$ cat src/rtl/mem_arbiter_pkg.sv
// Shared types and constants for the fetch/data memory arbiter.
package mem_arbiter_pkg;

    typedef enum logic [1:0] {
        ARB   = 2'd0,
        ISSUE = 2'd1,
        RESP  = 2'd2
    } state_e;

    localparam logic REQ_IF = 1'b0;
    localparam logic REQ_D  = 1'b1;

    localparam int DEF_ADDR_W     = 32;
    localparam int DEF_DATA_W     = 32;
    localparam int DEF_MAX_STARVE = 4;

endpackage

$ cat src/rtl/mem_arbiter_if.sv
// Requester and memory-side signal bundle; the arbiter uses the slave view.
interface mem_arbiter_if
    import mem_arbiter_pkg::*;
#(
    parameter int ADDR_W = DEF_ADDR_W,
    parameter int DATA_W = DEF_DATA_W
) ();

    logic              if_req;
    logic [ADDR_W-1:0] if_addr;
    logic              if_gnt;
    logic              if_rvalid;
    logic [DATA_W-1:0] if_rdata;
    logic              if_err;

    logic              d_req;
    logic              d_we;
    logic [ADDR_W-1:0] d_addr;
    logic [DATA_W-1:0] d_wdata;
    logic              d_gnt;
    logic              d_rvalid;
    logic [DATA_W-1:0] d_rdata;
    logic              d_err;

    logic              mem_en;
    logic              mem_we;
    logic [ADDR_W-1:0] mem_addr;
    logic [DATA_W-1:0] mem_wdata;
    logic [DATA_W-1:0] mem_rdata;

    modport slave (
        input  if_req, if_addr, d_req, d_we, d_addr, d_wdata, mem_rdata,
        output if_gnt, if_rvalid, if_rdata, if_err,
        output d_gnt, d_rvalid, d_rdata, d_err,
        output mem_en, mem_we, mem_addr, mem_wdata
    );

    modport master (
        output if_req, if_addr, d_req, d_we, d_addr, d_wdata, mem_rdata,
        input  if_gnt, if_rvalid, if_rdata, if_err,
        input  d_gnt, d_rvalid, d_rdata, d_err,
        input  mem_en, mem_we, mem_addr, mem_wdata
    );

endinterface

$ cat src/rtl/mem_arbiter_arb_prio.sv
// Combinational winner selection: data wins unless fetch has been starved too long.
module arb_prio
    import mem_arbiter_pkg::*;
#(
    parameter int MAX_STARVE = DEF_MAX_STARVE,
    parameter int CNT_W      = 3
) (
    input  logic             if_req,
    input  logic             d_req,
    input  logic [CNT_W-1:0] starve_cnt,
    output logic             req_valid,
    output logic             winner
);

    always_comb begin
        req_valid = if_req | d_req;
        winner    = REQ_D;
        if (if_req && (!d_req || starve_cnt == CNT_W'(MAX_STARVE))) begin
            winner = REQ_IF;
        end
    end

endmodule

$ cat src/rtl/mem_arbiter.sv
// Fetch/data arbiter in front of a single-port memory, one access in flight.
// Every grant is a two-cycle ISSUE/RESP pair; RESP re-arbitrates for back-to-back use.
module mem_arbiter
    import mem_arbiter_pkg::*;
#(
    parameter int ADDR_W     = DEF_ADDR_W,
    parameter int DATA_W     = DEF_DATA_W,
    parameter int MAX_STARVE = DEF_MAX_STARVE
) (
    input logic          clk,
    input logic          reset,
    mem_arbiter_if.slave bus
);

    localparam int               CNT_W      = $clog2(MAX_STARVE + 2);
    localparam logic [CNT_W-1:0] STARVE_MAX = CNT_W'(MAX_STARVE);

    state_e            state_q, state_d;
    logic [CNT_W-1:0]  starve_q, starve_d;
    logic              winner_q, winner_d;
    logic              rd_q, rd_d;
    logic              misalign_q, misalign_d;
    logic              gnt_q, gnt_d;
    logic              rvalid_q, rvalid_d;
    logic              mem_en_q, mem_en_d;
    logic              mem_we_q, mem_we_d;
    logic [ADDR_W-1:0] mem_addr_q, mem_addr_d;
    logic [DATA_W-1:0] mem_wdata_q, mem_wdata_d;

    logic              any_req;
    logic              arb_winner;
    logic [ADDR_W-1:0] sel_addr;
    logic              sel_we;
    logic              sel_aligned;
    logic [DATA_W-1:0] resp_data;

    arb_prio #(
        .MAX_STARVE (MAX_STARVE),
        .CNT_W      (CNT_W)
    ) u_prio (
        .if_req     (bus.if_req),
        .d_req      (bus.d_req),
        .starve_cnt (starve_q),
        .req_valid  (any_req),
        .winner     (arb_winner)
    );

    always_comb begin
        sel_addr    = (arb_winner == REQ_D) ? bus.d_addr : bus.if_addr;
        sel_we      = (arb_winner == REQ_D) && bus.d_we;
        sel_aligned = (sel_addr[1:0] == 2'b00);

        state_d     = state_q;
        starve_d    = starve_q;
        winner_d    = winner_q;
        rd_d        = rd_q;
        misalign_d  = misalign_q;
        gnt_d       = 1'b0;
        rvalid_d    = 1'b0;
        mem_en_d    = 1'b0;
        mem_we_d    = 1'b0;
        mem_addr_d  = '0;
        mem_wdata_d = '0;

        case (state_q)
            ISSUE: begin
                state_d  = RESP;
                rvalid_d = 1'b1;
            end
            default: begin
                // ARB and RESP both arbitrate, so a pending request issues without an idle cycle
                state_d = ARB;
                if (any_req) begin
                    state_d    = ISSUE;
                    winner_d   = arb_winner;
                    gnt_d      = 1'b1;
                    misalign_d = !sel_aligned;
                    rd_d       = sel_aligned && !sel_we;
                    if (sel_aligned) begin
                        mem_en_d    = 1'b1;
                        mem_we_d    = sel_we;
                        mem_addr_d  = sel_addr;
                        mem_wdata_d = sel_we ? bus.d_wdata : '0;
                    end
                    if (arb_winner == REQ_IF) begin
                        starve_d = '0;
                    end else if (bus.if_req && starve_q != STARVE_MAX) begin
                        starve_d = starve_q + CNT_W'(1);
                    end
                end
            end
        endcase

        if (!bus.if_req) begin
            starve_d = '0;
        end
    end

    always_ff @(posedge clk or posedge reset) begin
        if (reset) begin
            state_q     <= ARB;
            starve_q    <= '0;
            winner_q    <= REQ_IF;
            rd_q        <= 1'b0;
            misalign_q  <= 1'b0;
            gnt_q       <= 1'b0;
            rvalid_q    <= 1'b0;
            mem_en_q    <= 1'b0;
            mem_we_q    <= 1'b0;
            mem_addr_q  <= '0;
            mem_wdata_q <= '0;
        end else begin
            state_q     <= state_d;
            starve_q    <= starve_d;
            winner_q    <= winner_d;
            rd_q        <= rd_d;
            misalign_q  <= misalign_d;
            gnt_q       <= gnt_d;
            rvalid_q    <= rvalid_d;
            mem_en_q    <= mem_en_d;
            mem_we_q    <= mem_we_d;
            mem_addr_q  <= mem_addr_d;
            mem_wdata_q <= mem_wdata_d;
        end
    end

    // Read data comes straight from memory in RESP; gated so writes and errors return zero
    assign resp_data = (rvalid_q && rd_q) ? bus.mem_rdata : '0;

    assign bus.if_gnt    = gnt_q && (winner_q == REQ_IF);
    assign bus.if_rvalid = rvalid_q && (winner_q == REQ_IF);
    assign bus.if_err    = rvalid_q && misalign_q && (winner_q == REQ_IF);
    assign bus.if_rdata  = (winner_q == REQ_IF) ? resp_data : '0;

    assign bus.d_gnt     = gnt_q && (winner_q == REQ_D);
    assign bus.d_rvalid  = rvalid_q && (winner_q == REQ_D);
    assign bus.d_err     = rvalid_q && misalign_q && (winner_q == REQ_D);
    assign bus.d_rdata   = (winner_q == REQ_D) ? resp_data : '0;

    assign bus.mem_en    = mem_en_q;
    assign bus.mem_we    = mem_we_q;
    assign bus.mem_addr  = mem_addr_q;
    assign bus.mem_wdata = mem_wdata_q;

endmodule

$ cat src/flat_wrapper.sv
// flat-port wrapper written by rule: the top's interface ports become plain ports
module mem_arbiter_flat import mem_arbiter_pkg::*;
#(
    parameter int ADDR_W     = DEF_ADDR_W,
    parameter int DATA_W     = DEF_DATA_W,
    parameter int MAX_STARVE = DEF_MAX_STARVE
)
  (clk, reset, bus_if_req, bus_if_addr, bus_d_req, bus_d_we, bus_d_addr, bus_d_wdata, bus_mem_rdata, bus_if_gnt, bus_if_rvalid, bus_if_rdata, bus_if_err, bus_d_gnt, bus_d_rvalid, bus_d_rdata, bus_d_err, bus_mem_en, bus_mem_we, bus_mem_addr, bus_mem_wdata);
  mem_arbiter_if #(.ADDR_W(ADDR_W), .DATA_W(DATA_W)) bus_i ();
  input logic clk;
  input logic reset;
  input wire logic [$bits(bus_i.if_req)-1:0] bus_if_req;
  input wire logic [$bits(bus_i.if_addr)-1:0] bus_if_addr;
  input wire logic [$bits(bus_i.d_req)-1:0] bus_d_req;
  input wire logic [$bits(bus_i.d_we)-1:0] bus_d_we;
  input wire logic [$bits(bus_i.d_addr)-1:0] bus_d_addr;
  input wire logic [$bits(bus_i.d_wdata)-1:0] bus_d_wdata;
  input wire logic [$bits(bus_i.mem_rdata)-1:0] bus_mem_rdata;
  output wire logic [$bits(bus_i.if_gnt)-1:0] bus_if_gnt;
  output wire logic [$bits(bus_i.if_rvalid)-1:0] bus_if_rvalid;
  output wire logic [$bits(bus_i.if_rdata)-1:0] bus_if_rdata;
  output wire logic [$bits(bus_i.if_err)-1:0] bus_if_err;
  output wire logic [$bits(bus_i.d_gnt)-1:0] bus_d_gnt;
  output wire logic [$bits(bus_i.d_rvalid)-1:0] bus_d_rvalid;
  output wire logic [$bits(bus_i.d_rdata)-1:0] bus_d_rdata;
  output wire logic [$bits(bus_i.d_err)-1:0] bus_d_err;
  output wire logic [$bits(bus_i.mem_en)-1:0] bus_mem_en;
  output wire logic [$bits(bus_i.mem_we)-1:0] bus_mem_we;
  output wire logic [$bits(bus_i.mem_addr)-1:0] bus_mem_addr;
  output wire logic [$bits(bus_i.mem_wdata)-1:0] bus_mem_wdata;
  assign bus_i.if_req = bus_if_req;
  assign bus_i.if_addr = bus_if_addr;
  assign bus_i.d_req = bus_d_req;
  assign bus_i.d_we = bus_d_we;
  assign bus_i.d_addr = bus_d_addr;
  assign bus_i.d_wdata = bus_d_wdata;
  assign bus_i.mem_rdata = bus_mem_rdata;
  assign bus_if_gnt = bus_i.if_gnt;
  assign bus_if_rvalid = bus_i.if_rvalid;
  assign bus_if_rdata = bus_i.if_rdata;
  assign bus_if_err = bus_i.if_err;
  assign bus_d_gnt = bus_i.d_gnt;
  assign bus_d_rvalid = bus_i.d_rvalid;
  assign bus_d_rdata = bus_i.d_rdata;
  assign bus_d_err = bus_i.d_err;
  assign bus_mem_en = bus_i.mem_en;
  assign bus_mem_we = bus_i.mem_we;
  assign bus_mem_addr = bus_i.mem_addr;
  assign bus_mem_wdata = bus_i.mem_wdata;
  mem_arbiter #(.ADDR_W(ADDR_W), .DATA_W(DATA_W), .MAX_STARVE(MAX_STARVE)) u_core (.clk(clk), .reset(reset), .bus(bus_i));
endmodule
$ cat config.mk
export PLATFORM = sky130hd
export DESIGN_NAME = mem_arbiter_flat
export DESIGN_NICKNAME = d
export VERILOG_FILES = /design/src/rtl/mem_arbiter_pkg.sv /design/src/rtl/mem_arbiter_if.sv /design/src/rtl/mem_arbiter_arb_prio.sv /design/src/rtl/mem_arbiter.sv /design/src/flat_wrapper.sv
export SDC_FILE = /design/constraint.sdc
export NUM_CORES = 1
export LEC_CHECK = 0
export CAP_MARGIN = 25
export CORE_AREA = 2 2 105 107
export DETAILED_ROUTE_END_ITERATION = 16
export DIE_AREA = 0 0 107 109
export GPL_ROUTABILITY_DRIVEN = 0
export PLACE_DENSITY = 0.78
export SLEW_MARGIN = 30
export SYNTH_ARGS = -nofsm -noshare
export SYNTH_HDL_FRONTEND = slang
export SYNTH_SLANG_ARGS = --single-unit
$ cat constraint.sdc
create_clock -name clk -period 2.45 [get_ports clk]
set_input_delay 0.245 -clock clk [delete_from_list [all_inputs] [get_ports clk]]
set_output_delay 0.245 -clock clk [all_outputs]
set_load 0.02 [all_outputs]
## After elaboration in Yosys (flattened, before gate mapping)

Index checks and enable logic that the tools add are counted.

- Register bits: 76
- Input bits: 133
- Logic and storage cells: 68

- $add $sub $neg: 1
- Equal/unequal tests: 6
- Muxes and demuxes: 28
- Bitwise logic cells: 3
- Reduce and logical (&&, ||, !) cells: 19

Operator list:

| cell | number |
|---|---|
| 2-to-1 mux 32 bit | 11 |
| 2-to-1 mux 3 bit | 5 |
| logical AND 1 bit | 12 |
| 2-to-1 mux 1 bit | 11 |
| adder 3 x 1 -> 3 bit, second input constant | 1 |
| == test 3 bit, second input constant | 1 |
| logical NOT 1 bit | 3 |
| inequality test 3 x 1 -> 1 bit, second input constant | 1 |
| inequality test 3 bit, second input constant | 1 |
| AND reduction 3 bit | 1 |
| == test 2 x 1 -> 1 bit, second input constant | 1 |
| logical NOT 2 bit | 1 |
| 2-to-1 mux 2 bit | 1 |
| inequality test 2 x 1 -> 1 bit, second input constant | 1 |
| inequality test 2 bit, second input constant | 1 |
| NOT 1 bit | 2 |
| AND reduction 2 bit | 1 |
| logical OR 1 bit | 1 |
| bitwise OR 1 bit | 1 |

## Depth between registers and ports, before layout

- Depth after elaboration: 9
- Mapped depth: 7

## Modules after synthesis

Synthesis repeated with hierarchy kept, for this count alone.

- Cells, all modules: 297
- Area total of the unflattened synthesis: 3261.9 µm²

By module, submodules not included:

| module | times used | cells an instance | area an instance (µm²) | seq. area each (µm²) |
|---|---|---|---|---|
| mem_arbiter | 1 | 293 | 3234.4 | 1851.8 |
| arb_prio | 1 | 4 | 27.5 | 0.0 |

## Least setup slack after synthesis

OpenSTA, ideal clock, no wires.

- Path kind: reg2reg
- From: register u_core.starve_q[0]
- To: register u_core.mem_wdata_q[2], in the netlist u_core.bus.mem_wdata[2]
- Setup time: 67 ps
- Arrival: 1675 ps
- Data required time: 2383 ps
- Path slack: 709 ps
- Cell stages (with the launch flop): 8
- Path buffers: 2
- Period minus slack after synthesis: 1741 ps
- Cell sequence: dfrtp_1 -> inv_1 -> ha_1 -> a21bo_2 -> a2111oi_4 -> buf_6 -> buf_6 -> and3_1

- Longest elaborated chain between the ends: 9
- Elaborated cells between the ends (all ways): 11

Ends and longest elaborated chain:

| element | RTL line | source |
|---|---|---|
| from (decl) | mem_arbiter.sv:19 | `logic [CNT_W-1:0] starve_q, starve_d;` |
| from (signal assigned) | mem_arbiter.sv:114 | `starve_q <= starve_d;` |
| == test 3 bit (*) | mem_arbiter_arb_prio.sv:18 | `if (if_req && (!d_req \|\| starve_cnt == CNT_W'(MAX_STARVE))) begin` |
| logical OR 1 bit (*) | mem_arbiter_arb_prio.sv:18 |  |
| logical AND 1 bit (*) | mem_arbiter_arb_prio.sv:18 |  |
| 2-to-1 mux 1 bit | mem_arbiter_arb_prio.sv:18 |  |
| logical AND 1 bit | mem_arbiter.sv:50 | `sel_we = (arb_winner == REQ_D) && bus.d_we;` |
| 2-to-1 mux 32 bit | mem_arbiter.sv:83 | `mem_wdata_d = sel_we ? bus.d_wdata : '0;` |
| 2-to-1 mux 32 bit (*) | mem_arbiter.sv:79 | `if (sel_aligned) begin` |
| 2-to-1 mux 32 bit (*) | mem_arbiter.sv:73 | `if (any_req) begin` |
| 2-to-1 mux 32 bit (*) | mem_arbiter.sv:65 | `case (state_q)` |
| net u_core.mem_wdata_d[2] | mem_arbiter.sv:28 | `logic [DATA_W-1:0] mem_wdata_q, mem_wdata_d;` |
| to (signal assigned) | mem_arbiter.sv:123 | `mem_wdata_q <= mem_wdata_d;` |
| to (decl) | mem_arbiter.sv:28 |  |

Mark *: on every way through the listed nets, which the timed path passes. The rest lies on a longest branch.
A chain may end at the register's enable or synchronous reset.

## Final worst setup path

- From: register u_core.winner_q
- To: output port bus_if_rdata[22]

- Longest elaborated chain between the ends: 1

Ends and longest elaborated chain:

| element | RTL line | source |
|---|---|---|
| from (decl) | mem_arbiter.sv:20 | `logic winner_q, winner_d;` |
| from (signal assigned) | mem_arbiter.sv:115 | `winner_q <= winner_d;` |
| 2-to-1 mux 32 bit | mem_arbiter.sv:133 | `assign bus.if_rdata = (winner_q == REQ_IF) ? resp_data : '0;` |
| to (decl) | flat_wrapper.sv:21 | `output wire logic [$bits(bus_i.if_rdata)-1:0] bus_if_rdata;` |

Every way passes these cells.

==> flow_summary.ini <==
[cts]
clock_tree_from_tritoncts = built
hold_buffers = 0
cts-htree-levels = 3
cts_made_buffers = 9
clk_transition_reported_paths_ns = 0.07
ctsLongestPathBuffers = 2
cts_repair_resize_count = 0
clock-sinks = 74
cts_setup_buffers = 0
root_buffer = sky130_fd_sc_hd__clkbuf_8
clk_latency_ns = 0.34

[synthesis]
sequential_cell_area_fraction_in_the_yosys_report_pct = 59.3
synthAdderAreaFrac_pct = 0.801
netlist.area_leader.share_pct = 59.3
netlist_instances = 265
synthTopCellsByCount = 74 x sky130_fd_sc_hd__dfrtp_1, 66 x sky130_fd_sc_hd__and3_1, 36 x sky130_fd_sc_hd__and2_1
synth_most_common_cell = sky130_fd_sc_hd__dfrtp_1
count_of_state_elements_after_synthesis = 74
synthDominantAreaCellType = sky130_fd_sc_hd__dfrtp_1
synth.yosys.warnings = 0
postSynth.topFlopCell = sky130_fd_sc_hd__dfrtp_1
synth_edf_count = 0
synth-simple-area-share_pct = 23.3
ys_types = 26
ys_async_sr_fraction_pct = 100
yosys.area_share.xor_xnor_pct = 0
synth_mux_area_share_pct = 0
synth.top_cells.by_area = sky130_fd_sc_hd__dfrtp_1 59%, sky130_fd_sc_hd__and3_1 13%, sky130_fd_sc_hd__a22o_1 8.4%, sky130_fd_sc_hd__and2_1 7.2%, sky130_fd_sc_hd__clkbuf_1 2.0%
synthesized_area_fraction_occupied_by_ao_oa_aoi_and_oai_cells_pct = 11.7
mappedNetlistArea_sq_um = 3120
synth_top_family_by_area = simple AND/OR/NAND/NOR gates
average_cell_area_after_synthesis_sq_um = 11.8

[floorplan]
floorplan.die.width_um = 107
core_region_area_sq_um = 10600
io_pins = 269
initial_utilization_pct = 29.5
die_area_sq_um = 11700
die_h_um = 109
fp-row-count = 38

[placement]
placement.io_buffers = 268
dp.final_hpwl_um = 8760
pre_cts_setup_slack_ns = 0.376

[timing]
tightest_slew_ns = 0.686
rsz0062_at_grt = false
report.final.setup_viol = 0
final.period_utilization_pct = 93.0
slew_headroom_pct = 54.2
fin_worst_skew_ns = 0.0104
finalMaxSlewViolations = 0
setup_slack_ns = 0.172
setup_total_negative_slack_ns = 0
period_needed_ns = 2.28
max_freq_mhz = 439
finalHoldViolations = 0

[routing]
drt_iter0_drc = 145
vias_per_cell = 4.55
dr_total_vias = 3066
drc = 0
routed_wire_length_um = 10800
dr.pass1.iters = 4
drt-wirelength-per-cell_um = 16.1
antenna_violating_nets_post_route = 0

[final_layout]
area.growth.synth_to_final_pct = 96.7
nFillCells = 884
ant_diodes = 0
final_core_util_pct = 58.0
drive_gt1_share_pct = 5.62
finish.net_count = 665

[setup_path]
worst-endpoint-arrival_ns = 2.03
worstPathMaxFanout = 34
cp_data_required_time_ns = 2.20
reg2reg_slack_ns = 0.48
worstSetupStartpointType = flip-flop
timing_worst_setup_path_type = flip-flop to output port
worstSetupEndpointType = output port

[pwr]
vdd.ir_drop.worst_mv = 0.385
power.density_cell_area_nw_per_um2 = 547
leakage_power_summed_over_all_cells_uw = 0.00286

[global_route]
grt_max_degree = 58
grt_remaining_overflow = 0
first_pass_grt_wire_length_um = 15800
grt.total_usage_pct = 18.1
grt_antenna_before_repair = 0
number_of_global_route_vias_before_repair = 3136

[worst_hold_path]
hp-class = input pin to asynchronous set/reset pin

[outcome]
outcome = finished clean

[job]
max_cap_viol_count = 0
path summary, 6_finish.rpt:
| kind | start | endpoint | cells past startpoint |
|---|---|---|---|
| worst min-delay path | reset | u_core.bus.mem_addr[5]$_DFF_PP0_ | 2 |
| worst min register to register | u_core.misalign_q$_DFFE_PP0P_ | u_core.misalign_q$_DFFE_PP0P_ | 2 |
| max in group asynchronous | reset | u_core.bus.mem_wdata[30]$_DFF_PP0_ | 3 |
| min in group clk | bus_d_wdata[13] | u_core.bus.mem_wdata[13]$_DFF_PP0_ | 2 |
| worst max-delay path | u_core.winner_q$_DFFE_PP0P_ | bus_if_rdata[22] | 4 |
| worst max register to register | u_core.starve_q[0]$_DFFE_PP0P_ | u_core.bus.mem_wdata[11]$_DFF_PP0_ | 6 |
layer usage:
layer / up-vias / share of wire (%) / global-route usage [%] / wire, um
met1: 1437 / 31 / 15.8 / 3360
met3: 13 / 12 / 8.61 / 1330
li1: 1447 / - / - / -
met2: 169 / 55 / 35.7 / 6000
met4: 0 / 1.4 / 6.03 / 147
met5: - / 0 / 0 / 0
through the flow:
step	cell area, sq um	hold slack, ns	instances	power [uW]
detailed placement	5940	0.542	659	2430
floorplan	3130	0.378	266	1860
CTS	6140	0.338	674	3410
global placement	5940	0.541	659	2410
global route	6140	0.386	674	3530
finish	6140	0.325	674	3360
area by class of cell:
type | count | area (sq um) | area share [%]
inverter | 7 | 26.3 | 0.428
timing repair buffer | 276 | 2760 | 45.0
clock inverter | 2 | 35.0 | 0.570
multi-input combinational | 162 | 1120 | 18.3
clock buffer | 13 | 169 | 2.75
sequential | 74 | 1850 | 30.1
tap | 140 | 175 | 2.85
cell usage in the layout, fill, tap and decap left out, types with 3 or more instances in the layout:
cell                              synthesis  layout
sky130_fd_sc_hd__a21boi_0                 4       4
sky130_fd_sc_hd__a22o_1                  30      30
sky130_fd_sc_hd__and2_1                  36      36
sky130_fd_sc_hd__and3_1                  66      66
sky130_fd_sc_hd__buf_4                    0       8
sky130_fd_sc_hd__clkbuf_8                 0      12
sky130_fd_sc_hd__clkdlybuf4s50_1          0     266
sky130_fd_sc_hd__dfrtp_1                 74      74
sky130_fd_sc_hd__inv_1                    7       6
sky130_fd_sc_hd__nand3_1                  3       3
registers in the layout (all words and copies together), names as in the netlist:
name / cells
u_core.bus.mem_en: 1
u_core.bus.mem_we: 1
u_core.starve_q: 3
u_core.state_q: 1
u_core.bus.mem_wdata: 32
u_core.bus.mem_addr: 32
u_core.winner_q: 1
u_core.rvalid_q: 1
u_core.misalign_q: 1
u_core.rd_q: 1
power by group:
part / total (uW) / internal (uW) / leakage, uW / switching [uW]
clock: 960 / 547 / 0.000106 / 413
sequential: 1360 / 1310 / 0.00100 / 46.1
combinational: 1040 / 542 / 0.00175 / 499
worst max-delay path, stage by stage, from the launching register on:
cell and delay (ns):
sky130_fd_sc_hd__dfrtp_1 0.44, sky130_fd_sc_hd__nor2b_1 0.14, sky130_fd_sc_hd__buf_4 0.28, sky130_fd_sc_hd__and3_1 0.20
sky130_fd_sc_hd__clkdlybuf4s50_1 0.61
cells by family after synthesis:
kind of cell,after synthesis
AOI/OAI and AO/OA,41
adders and majority gates,2
buffers and inverters,30
DFF,74
other,1
and+or+nand+nor,117
No activity file was read; power rests on OpenSTA's default activity.
